File: src/rtl/press_event_decoder.sv
// press_event_decoder: turns T1 (short press) and T2 (long hold) into registered 1-cycle short/double/long_start/long_repeat/long_end pulses, busy and an 8-bit event_count
module press_event_decoder #(
  parameter int DOUBLE_WIN    = 30_000_000,
  parameter int REPEAT_PERIOD = 20_000_000,
  parameter int CNT_W         = 28
) (
  input  logic       clk,
  input  logic       reset,
  input  logic       T1,
  input  logic       T2,
  output logic       short_press,
  output logic       double_press,
  output logic       long_start,
  output logic       long_repeat,
  output logic       long_end,
  output logic       busy,
  output logic [7:0] event_count
);
  typedef enum logic [1:0] {IDLE, WAIT2, LONG} state_t;
  localparam logic [CNT_W-1:0] WIN_LAST = CNT_W'(DOUBLE_WIN - 1);
  localparam logic [CNT_W-1:0] REP_LAST = CNT_W'(REPEAT_PERIOD - 1);
  state_t state, state_nx;
  logic t1_q, t2_q;
  logic [CNT_W-1:0] win_cnt, rep_cnt, win_nx, rep_nx;
  logic s_nx, d_nx, ls_nx, lr_nx, le_nx;
  logic t1_rise, t2_rise, t2_fall;
  assign t1_rise = T1 & ~t1_q;
  assign t2_rise = T2 & ~t2_q;
  assign t2_fall = ~T2 & t2_q;
  always_comb begin
    state_nx = state;
    win_nx   = win_cnt;
    rep_nx   = rep_cnt;
    s_nx     = 1'b0;
    d_nx     = 1'b0;
    ls_nx    = 1'b0;
    lr_nx    = 1'b0;
    le_nx    = 1'b0;
    case (state)
      IDLE: begin
        if (t2_rise) begin
          ls_nx    = 1'b1;
          rep_nx   = '0;
          state_nx = LONG;
        end else if (t1_rise) begin
          win_nx   = '0;
          state_nx = WAIT2;
        end
      end
      WAIT2: begin
        win_nx = win_cnt + 1'b1;
        if (t1_rise) begin
          d_nx     = 1'b1;
          state_nx = IDLE;
        end else if (t2_rise) begin
          s_nx     = 1'b1;
          ls_nx    = 1'b1;
          rep_nx   = '0;
          state_nx = LONG;
        end else if (win_cnt == WIN_LAST) begin
          s_nx     = 1'b1;
          state_nx = IDLE;
        end
      end
      LONG: begin
        rep_nx = rep_cnt + 1'b1;
        if (t2_fall) begin
          le_nx    = 1'b1;
          state_nx = IDLE;
        end else if (rep_cnt == REP_LAST) begin
          lr_nx  = 1'b1;
          rep_nx = '0;
        end
      end
      default: state_nx = IDLE;
    endcase
  end
  always_ff @(posedge clk or negedge reset) begin
    if (!reset) begin
      state        <= IDLE;
      t1_q         <= 1'b0;
      t2_q         <= 1'b0;
      win_cnt      <= '0;
      rep_cnt      <= '0;
      short_press  <= 1'b0;
      double_press <= 1'b0;
      long_start   <= 1'b0;
      long_repeat  <= 1'b0;
      long_end     <= 1'b0;
      busy         <= 1'b0;
      event_count  <= '0;
    end else begin
      state        <= state_nx;
      t1_q         <= T1;
      t2_q         <= T2;
      win_cnt      <= win_nx;
      rep_cnt      <= rep_nx;
      short_press  <= s_nx;
      double_press <= d_nx;
      long_start   <= ls_nx;
      long_repeat  <= lr_nx;
      long_end     <= le_nx;
      busy         <= state_nx != IDLE;
      event_count  <= event_count + 8'(s_nx) + 8'(d_nx) + 8'(ls_nx);
    end
  end
endmodule

File: config.mk
export PLATFORM = sky130hd
export DESIGN_NAME = press_event_decoder
export DESIGN_NICKNAME = d
export VERILOG_FILES = /design/src/rtl/press_event_decoder.sv
export SDC_FILE = /design/constraint.sdc
export NUM_CORES = 1
export LEC_CHECK = 0
export ABC_AREA = 1
export BUFFER_PORTS_ARGS = -buffer_cell sky130_fd_sc_hd__buf_2
export CAP_MARGIN = 15
export CORE_MARGIN = 4
export CORE_UTILIZATION = 32
export DETAILED_ROUTE_END_ITERATION = 16
export PLACE_DENSITY_LB_ADDON = 0.05
export SLEW_MARGIN = 20
export SYNTH_ARGS = -nofsm -noshare
export SYNTH_HDL_FRONTEND = slang
export SYNTH_SLANG_ARGS = --single-unit
File: constraint.sdc
create_clock -name clk -period 3.8 [get_ports clk]
set_clock_uncertainty 0.1 [all_clocks]
set_input_delay 0.19 -clock clk [delete_from_list [all_inputs] [get_ports clk]]
set_output_delay 0.19 -clock clk [all_outputs]
set_load 0.03 [all_outputs]
After elaboration in Yosys (flattened, before gate mapping)
Index checks and enable logic that the tools add are counted.

cells by class
  muxes and demuxes = 29
  reductions and logical operators = 6
  add/sub/neg operators = 5
  bitwise gates (word level) = 6
  equal/unequal tests = 7

operators by type and width
  kind                     number
  $mux W28                 6
  $pmux W28 S3             1
  $add A28 B1 Y28 const B  2
  $eq A28 B25 Y1 const B   2
  $pmux W28 S2             1
  $add A8 B1 Y8            3
  $mux W1                  13
  $mux W2                  6
  $ne A2 B2 Y1 const B     3
  $pmux W2 S3              1
  $reduce_bool A2 Y1       2
  $and A1 B1 Y1            3
  $not A1 Y1               3
  $reduce_and A3 Y1        1
  $reduce_bool A3 Y1       1
  $eq A2 B1 Y1 const B     1
  $eq A2 B2 Y1 const B     1
  $logic_not A2 Y1         1
  $pmux W1 S2              1
  $reduce_and A2 Y1        1

storage, ports and cells
  register bits after elaboration = 74
  output and inout port bits = 14
  input bits = 4

Depth between registers and ports, before layout
Gate-level depths: netlist of the first run.

  depth after elaboration = 8
  mapped depth = 15
  depth with buffers taken out = 15

Worst setup path before layout of the first run
No wires, ideal clock.

  path type = register to register
  start = reg win_cnt[0]
  end = reg event_count[6]
  data required time = 3564 ps
  data arrival time = 2596 ps
  stages on the path, launching flop included = 16
  slack = 968 ps
  cell sequence = dfrtp_1 -> ha_1 -> nand3_1 -> inv_1 -> nand2_1 -> nor2_1 -> nand2_1 -> nand2_1 -> nand2_1 -> fa_1 -> inv_1 -> ha_1 -> fa_1 -> nand3_1 -> nor2_1 -> xor2_1

on the way
  longest elaborated chain between the ends = 8

ends and longest elaborated chain
  item                         line  source
  from (decl)                  24    logic [CNT_W-1:0] win_cnt, rep_cnt, win_nx, rep_nx;
  from (signal assigned)       96    win_cnt <= win_nx;
  $eq A28 B25 Y1               60    end else if (win_cnt == WIN_LAST) begin
  $mux W1                      60
  $mux W1                      55    end else if (t2_rise) begin
  $mux W1                      52    if (t1_rise) begin
  $mux W1                      39    case (state)
  $add A8 B1 Y8 (3 in series)  104   event_count <= event_count + 8'(s_nx) + 8'(d_nx) + 8'(ls_nx);
  to (signal assigned)         104
  to (decl)                    17    output logic [7:0] event_count

No other way between the ends.
A chain may end at the register's enable or synchronous reset.

Worst setup path in the final report of the first run
Same ends and word-level chain as after synthesis.

==> results of run 1 <==
[metrics by stage]
step	utilization, %	hold slack, ps	area [sq um]	instances	worst slack (ps)
3_3_place_gp	35.20	214.7	4717	835	720.5
4_1_cts	37.68	381.1	5050	854	682.4
3_5_place_dp	35.20	219.6	4717	835	692.4
5_1_grt	37.71	388.6	5054	854	460.0
2_1_floorplan	-	-205.6	4446	648	968.2
6_report	37.71	340.7	5054	854	715.4
[worst max-delay path by stage]
stage | slack, ps | cells after the start | from | to
global route | 460 | 15 | win_cnt[0] | event_count[7]
global placement | 720 | 15 | win_cnt[0] | event_count[6]
floorplan | 970 | 15 | win_cnt[0] | event_count[6]
finish | 720 | 15 | win_cnt[0] | event_count[6]
detailed placement | 690 | 15 | win_cnt[0] | event_count[6]
CTS | 680 | 15 | win_cnt[0] | event_count[6]
[state kept, by name, summed over array words and instances (netlist names)]
signal,cells
state,2
busy,1
rep_cnt,28
long_end,1
double_press,1
long_start,1
event_count,8
t1_q,1
t2_q,1
long_repeat,1
short_press,1
win_cnt,28
[cell usage after synthesis (2+ instances only)]
cell,instances
a21oi_1,9
o21ai_0,27
a21o_1,2
nand4_1,5
o21ai_1,4
inv_2,5
xor2_1,11
nor2_2,9
nand2_1,216
buf_2,4
nor2_1,103
nand3_1,67
inv_1,66
dfrtp_1,74
nand2_2,4
ha_1,4
fa_1,2
nor3_1,14
xnor2_1,5
nand3_2,2
[worst reg2reg max path, cell delays in order, from the launching register on]
cell and delay, ps:
dfrtp_1 400, ha_1 260, nand3_1 170, inv_1 160, nand2_1 70, nor2_1 100, nand2_1 80, nand2_1 70
nand2_1 80, fa_1 510, inv_1 40, ha_1 200, fa_1 400, nand3_1 130, nor2_1 60, xor2_1 130
[routing by layer]
layer | vias to the layer above | GRT usage [%]
met5 | - | 0
met4 | 0 | 5.931
met3 | 20 | 4.488
met2 | 75 | 25.93
met1 | 1946 | 22.09
li1 | 2099 | -
[report_power, final]
group / switching, mW / internal, mW / total, mW
combinational: 0.462 / 0.204 / 0.666
clock: 0.368 / 0.514 / 0.882
sequential: 0.212 / 0.963 / 1.17
[area by class of cell]
cell class                 instances  share of cell area (%)
clock buffer                       9                   4.457
inverter                          72                   5.348
timing repair buffer              20                   2.402
multi-input combinational        496                   45.26
tap                              176                   4.358
sequential                        74                   36.64
clock inverter                     7                   1.535
[cell families (layout without fill, tap and decap cells)]
group / Yosys count / count (layout) / share of synthesized area [%]
XOR/XNOR: 16 / 16 / 3.152
flip-flops: 74 / 74 / 41.66
AND/OR/NAND/NOR: 425 / 425 / 40.28
AO/OA/AOI/OAI: 49 / 49 / 5.995
adder cells (fa/ha/maj): 6 / 6 / 2.027
buffers and inverters: 78 / 108 / 6.895
==> results.py, run 1 <==
metrics = {
    "layout": {
        "num_antenna_cells": 0,
        "layout-drive-gt1-share_pct": 8.407,
        "layout_commonest_cell": "nand2_1",
        "nets": 683,
        "seqCellArea_sq_um": 1852,
        "multi_input_area_sq_um": 2287,
        "fillers": 1448,
        "syn2layout_area_growth_pct": 13.68,
        "final_cell_mix": "nand2_1 (216), nor2_1 (103), dfrtp_1 (74)",
    },
    "routing": {
        "firstDrtPassIters": 4,
        "wl_met1_mm": 5.858,
        "met3_length_um": 495,
        "routed-wl-met2_mm": 5.546,
        "dr.max_layer_used": "met4",
        "vias_per_cell": 4.848,
        "wl_per_cell_um": 14.28,
        "drc": 0,
        "ant_nets": 0,
        "routed_wl_mm": 12.19,
        "route.vias.total": 4140,
        "drtIter0Drc": 212,
    },
    "worst_setup_path": {
        "worst-path-max-fanout": 5,
        "critPathKind": "reg2reg",
        "r2r_end": "event_count[6]",
        "path_common_cell": "nand2_1",
        "r2r_cells": 15,
        "regToRegStartpoint": "win_cnt[0]",
        "r2r_setup_slack_ps": 720,
        "end_kind": "flop",
        "critPathLaunchType": "flop",
        "critPathSlowestCell": "fa_1",
        "crit_arrival_ps": 3220,
        "path_cells": "ha_1, nand3_1, inv_1, nand2_1, nor2_1, nand2_1, nand2_1, nand2_1, fa_1, inv_1, ha_1, fa_1, nand3_1, nor2_1, xor2_1",
        "slowest_delay_ps": 510,
        "critPathBufInv": 2,
        "critPathRequiredTime_ps": 3930,
        "cp_top_family": "adder cells",
    },
    "sta": {
        "slew_violations": 0,
        "setup_viol": 0,
        "hold_viol_final": 0,
        "period_needed_ps": 3085,
        "fmax_mhz": 324.2,
        "fin_setup_tns_ps": 0,
        "relSlewSlack_pct": 52.76,
        "post-route-period-util_pct": 81.17,
        "tightest_slew_ps": 708.6,
        "rsz0062_at_grt": "false",
    },
    "synth": {
        "synth_seq_area_share_pct": 41.65,
        "syn_avg_cell_area_sq_um": 6.860,
        "synthesis.nets": 658,
        "synth_warnings": 0,
        "syn-cell-area_sq_um": 4446,
        "netlist.area_leader.share_pct": 41.65,
        "synth_ff_type": "dfrtp_1",
        "async_reset_ff_share_pct": 100.0,
        "yosys-top-cells-area": "dfrtp_1 (42%), nand2_1 (18%), nor2_1 (8.7%)",
        "synth.distinct_cells": 35,
        "synth_edf_count": 0,
        "synth_cells": 648,
        "synth_top_area_cell": "dfrtp_1",
        "synth_seq_cells": 74,
    },
    "clocking": {
        "clockBufferDepth": 2,
        "postCtsSetupRepairBufs": 0,
        "ctsHtreeMaxLevel": 3,
        "clkSinkCount": 74,
        "cts_tree": "done",
        "numCtsBuffers": 9,
        "clock_latency_ps": 350,
        "root_buffer": "clkbuf_16",
        "cts_hold_buf": 3,
        "cts_resized": 0,
        "path_clk_slew_ps": 60,
    },
    "floorplan": {
        "start_util_pct": 33.17,
        "coreArea_sq_um": 13400,
        "num_rows": 42,
        "ios": 18,
        "dieArea_sq_um": 15840,
        "dieHeight_um": 125.9,
        "die_w_um": 125.9,
    },
    "min_path": {
        "hp-class": "in2async",
    },
    "place": {
        "place_congestion": 0.8655,
        "portBuffers": 17,
        "hpwl_mm": 9.018,
    },
    "global_route": {
        "gr-total-overflow": 0,
        "antenna_found_initial": 0,
        "grt_usage_pct": 16.55,
        "grt_max_degree": 75,
        "grt_pass1_vias": 4167,
        "grt_pass1_wl_mm": 21.09,
    },
    "power_and_ir_drop": {
        "p_per_area_nw_per_um2": 538.7,
        "cellLeakagePower_nw": 2.277,
        "ir_drop_mv": 0.3762,
        "power_mw": 2.723,
    },
    "run_status": {
        "status": "completed",
    },
    "flow_run": {
        "drv_cap": 0,
    },
}
No activity file was read; power rests on OpenSTA's default activity.
==> inputs of run 2 (changes only) <==
Clock period 3.8 ns to 2.6 ns, I/O delays scaled along.
==> results.py, run 2 (synthesis results as in run 1) <==
metrics = {
    "run_status": {
        "status": "complete, but fails checks",
        "violations": "negative setup slack",
    },
    "worst_setup_path": {
        "cp_top_family": "adder cells",
        "crit_arrival_ps": 2780,
        "end_kind": "flop",
        "r2r_end": "event_count[6]",
        "startpoint": "win_cnt[21]",
        "r2r_cells": 13,
        "worst-path-max-fanout": 2,
        "path_common_cell": "nand2_2",
        "crit_end": "event_count[6]",
        "regToRegStartpoint": "win_cnt[21]",
        "slowest_delay_ps": 520,
        "critPathRequiredTime_ps": 2730,
        "path_depth": 13,
        "critPathBufInv": 1,
        "critPathLaunchType": "flop",
        "path_cells": "nor3_2, nand3_2, nor2_4, nand2_2, nand2_2, nand2_2, fa_1, inv_2, ha_4, fa_2, nand3_2, nor2_2, xor2_1",
        "r2r_setup_slack_ps": -50,
        "critPathSlowestCell": "fa_1",
        "critPathKind": "reg2reg",
    },
    "layout": {
        "multi_input_area_sq_um": 2389,
        "final_cell_mix": "nand2_1 (212), nor2_1 (100), dfrtp_1 (74)",
        "layout-drive-gt1-share_pct": 16.69,
        "utilization_pct": 41.24,
        "largestRegisters": "rep_cnt x28, win_cnt x28, event_count x8",
        "seqCellArea_sq_um": 1852,
        "fin_cells": 901,
        "num_antenna_cells": 0,
        "layout_commonest_cell": "nand2_1",
        "fillers": 1433,
        "nets": 730,
        "final_cell_area_sq_um": 5527,
        "syn2layout_area_growth_pct": 24.32,
    },
    "sta": {
        "hold_viol_final": 0,
        "post-route-period-util_pct": 102.1,
        "layout_setup_ws_ps": -54.65,
        "rsz0062_at_grt": "true",
        "fmax_mhz": 376.7,
        "relSlewSlack_pct": 66.47,
        "setup_viol": 1,
        "fin_setup_tns_ps": -54.65,
        "period_needed_ps": 2655,
        "tightest_slew_ps": 499.1,
        "slew_violations": 0,
    },
    "flow_run": {
        "drv_cap": 0,
    },
    "place": {
        "dpl_cell_area_sq_um": 5070,
        "portBuffers": 17,
        "dp_slack_ps": -147.3,
        "dp_cells": 878,
        "place_congestion": 0.8362,
        "hpwl_mm": 9.275,
    },
    "routing": {
        "drtIter0Drc": 267,
        "vias_per_cell": 4.586,
        "ant_nets": 0,
        "firstDrtPassIters": 5,
        "routed_wl_mm": 12.42,
        "wl_per_cell_um": 13.78,
        "route.vias.total": 4132,
        "drc": 0,
    },
    "floorplan": {
        "die_w_um": 125.9,
        "ios": 18,
        "dieArea_sq_um": 15840,
        "coreArea_sq_um": 13400,
        "start_util_pct": 33.17,
        "dieHeight_um": 125.9,
        "num_rows": 42,
    },
    "clocking": {
        "clockBufferDepth": 2,
        "numCtsBuffers": 9,
        "path_clk_slew_ps": 60,
        "cts_tree": "done",
        "clkSinkCount": 74,
        "clock_latency_ps": 340,
        "ctsHtreeMaxLevel": 3,
        "root_buffer": "clkbuf_16",
    },
    "power_and_ir_drop": {
        "p_per_area_nw_per_um2": 775.3,
        "cellLeakagePower_nw": 2.518,
        "ir_drop_mv": 0.3851,
    },
    "min_path": {
        "hp-class": "in2async",
    },
    "global_route": {
        "grt_pass1_wl_mm": 20.97,
        "grt_usage_pct": 16.56,
        "grt_pass1_vias": 4108,
        "antenna_found_initial": 0,
        "grt_max_degree": 75,
        "gr-total-overflow": 0,
    },
}
[run 2: per-stage QoR]
step           power [mW]  hold slack [ps]
3_3_place_gp        2.929            154.5
4_1_cts             4.288            329.1
3_5_place_dp        2.938            159.0
5_1_grt             4.601            185.7
2_1_floorplan       2.404           -265.6
6_report            4.285            143.3
[run 2: layout make-up]
class                           count  share of cell area (%)
Clock buffer                       11                   4.392
Clock inverter                      5                   1.132
Inverter                           72                   4.890
Multi-Input combinational cell    496                   43.22
Sequential cell                    74                   33.51
Tap cell                          176                   3.985
Timing Repair Buffer               67                   8.875
[run 2: worst min-delay path by stage]
stage	startpoint	endpoint	cells after the start
floorplan	reset	busy	0
global placement	T1	t1_q	1
detailed placement	T1	t1_q	1
CTS	T1	t1_q	2
global route	reset	rep_cnt[20]	2
finish	reset	rep_cnt[20]	2
[run 2: what timing repair did]
action	CTS	global route
setup buffers	1	2
hold buffers	3	0
endpoints found under the hold margin	76	0
resized for setup	6	10
setup endpoints to repair	5	7
gates cloned	0	0
pin swaps	3	2
[run 2: power breakdown]
part           leakage [nW]  total (mW)  switching [mW]  internal, mW
Sequential            0.989        1.66           0.257          1.41
Clock                 0.142        1.30           0.522         0.775
Combinational          1.39        1.32           0.811         0.512
[run 2: metal layers]
metal / global-route usage (%) / vias to the layer above / routed length, um / share of wire (%)
li1: - / 2186 / - / -
met2: 23.79 / 50 / 5183 / 42
met1: 25.47 / 1884 / 6629 / 53
met4: 4.921 / 0 / 167 / 1.3
met5: 0 / - / 0 / 0
met3: 2.752 / 12 / 441 / 3.6
==> inputs of run 3 (changes only) <==
Settings changed: MAX_ROUTING_LAYER set to met4, PLACE_DENSITY_LB_ADDON 0.05 to 0.1.
==> results.py, run 3 (synthesis results as in run 1) <==
metrics = {
    "run_status": {
        "status": "complete, but fails checks",
        "violations": "negative setup slack",
    },
    "layout": {
        "seqCellArea_sq_um": 1852,
        "fillers": 1457,
        "nets": 728,
        "num_antenna_cells": 0,
        "utilization_pct": 40.75,
        "syn2layout_area_growth_pct": 22.83,
        "multi_input_area_sq_um": 2366,
        "final_cell_mix": "nand2_1 (212), nor2_1 (100), dfrtp_1 (74)",
        "largestRegisters": "rep_cnt x28, win_cnt x28, event_count x8",
        "layout_commonest_cell": "nand2_1",
        "layout-drive-gt1-share_pct": 16.04,
    },
    "sta": {
        "relSlewSlack_pct": 35.91,
        "period_needed_ps": 2657,
        "rsz0062_at_grt": "true",
        "fmax_mhz": 376.4,
        "slew_violations": 0,
        "tightest_slew_ps": 961.4,
        "hold_viol_final": 0,
        "setup_viol": 1,
        "post-route-period-util_pct": 102.2,
        "layout_setup_ws_ps": -56.74,
    },
    "floorplan": {
        "dieHeight_um": 125.9,
        "start_util_pct": 33.17,
        "dieArea_sq_um": 15840,
        "ios": 18,
        "die_w_um": 125.9,
        "num_rows": 42,
        "coreArea_sq_um": 13400,
    },
    "global_route": {
        "gr-total-overflow": 0,
        "grt_pass1_vias": 4075,
        "grt_max_degree": 75,
        "grt_usage_pct": 16.40,
        "grt_pass1_wl_mm": 20.36,
        "antenna_found_initial": 0,
    },
    "worst_setup_path": {
        "end_kind": "flop",
        "regToRegStartpoint": "win_cnt[21]",
        "slowest_delay_ps": 530,
        "critPathLaunchType": "flop",
        "worst-path-max-fanout": 2,
        "r2r_cells": 13,
        "critPathKind": "reg2reg",
        "path_common_cell": "nand2_2",
        "critPathSlowestCell": "fa_1",
        "crit_arrival_ps": 2790,
        "r2r_end": "event_count[6]",
        "critPathRequiredTime_ps": 2730,
        "r2r_setup_slack_ps": -60,
        "path_cells": "nor3_1, nand3_1, nor2_2, nand2_2, nand2_2, nand2_2, fa_1, inv_2, ha_4, fa_2, nand3_2, nor2_2, xor2_1",
    },
    "clocking": {
        "path_clk_slew_ps": 60,
        "cts_tree": "done",
        "clkSinkCount": 74,
        "ctsHtreeMaxLevel": 3,
        "clock_latency_ps": 340,
        "clockBufferDepth": 2,
        "root_buffer": "clkbuf_16",
        "numCtsBuffers": 9,
    },
    "place": {
        "portBuffers": 17,
        "hpwl_mm": 9.021,
        "place_congestion": 0.8499,
    },
    "routing": {
        "drc": 0,
        "ant_nets": 0,
        "firstDrtPassIters": 5,
        "drtIter0Drc": 225,
        "vias_per_cell": 4.632,
        "wl_per_cell_um": 13.32,
        "route.vias.total": 4164,
        "routed_wl_mm": 11.98,
    },
    "power_and_ir_drop": {
        "cellLeakagePower_nw": 2.492,
        "p_per_area_nw_per_um2": 771.9,
        "ir_drop_mv": 0.4535,
        "power_mw": 4.215,
    },
    "min_path": {
        "hold_path_depth": 2,
        "hp-start": "T1",
        "hp-class": "in2reg",
        "worstHoldEndpoint": "t1_q",
    },
    "flow_run": {
        "drv_cap": 0,
    },
}
-- run 3: report_power, final --
part,internal [mW],switching (mW),leakage [nW]
registers,1.41,0.254,0.989
logic,0.492,0.788,1.36
clock network,0.751,0.523,0.140
total,2.65,1.56,2.49
-- run 3: worst max path at each step --
stage / start / to / slack, ps / cells after the start
floorplan: win_cnt[0] / event_count[6] / -40 / 15
detailed placement: win_cnt[23] / event_count[6] / -110 / 14
global placement: win_cnt[21] / event_count[6] / -100 / 13
CTS: win_cnt[21] / event_count[6] / -80 / 13
finish: win_cnt[21] / event_count[6] / -60 / 13
global route: win_cnt[23] / event_count[6] / -190 / 14
-- run 3: timing repair --
action,4_1_cts,5_1_grt
resized for setup,4,8
pin swaps,3,5
endpoints found under the setup margin,3,6
hold buffers,3,0
endpoints found under the hold margin,76,0
buffers inserted,1,3
-- run 3: layout make-up --
class,count,share of cell area [%]
clock buffers,11,4.262
clock inverters,5,1.169
inverters,72,4.950
multi-input cells,496,43.33
flip-flops and latches,74,33.91
well taps,176,4.033
repair buffers,65,8.341
-- run 3: worst max-delay path, delay by kind of cell (launching register included) --
family / cells / cell delay (ps)
adder cells (fa/ha/maj): 3 / 1040
AND/OR/NAND/NOR: 8 / 830
flip-flops: 1 / 380
buffers and inverters: 1 / 50
XOR/XNOR: 1 / 130
-- run 3: metrics by stage --
step | hold WS [ps] | std cells | setup TNS (ps) | setup WS (ps) | cell area [sq um]
finish | 335.6 | 899 | -56.74 | -56.74 | 5460
global placement | 154.0 | 876 | -123.8 | -98.95 | 5055
detailed placement | 157.6 | 876 | -165.0 | -108.3 | 5055
floorplan | -265.6 | 648 | -38.62 | -38.62 | 4476
CTS | 321.3 | 896 | -83.10 | -83.10 | 5400
global route | 352.6 | 899 | -414.9 | -187.2 | 5460
-- run 3: routing by layer --
layer / up-vias / GRT usage [%] / share of wire, %
met3: 16 / 2.921 / 3.5
met1: 1895 / 22.98 / 51
li1: 2186 / - / -
met2: 67 / 24.26 / 44
met4: 0 / 5.110 / 1.7
met5: - / - / 0
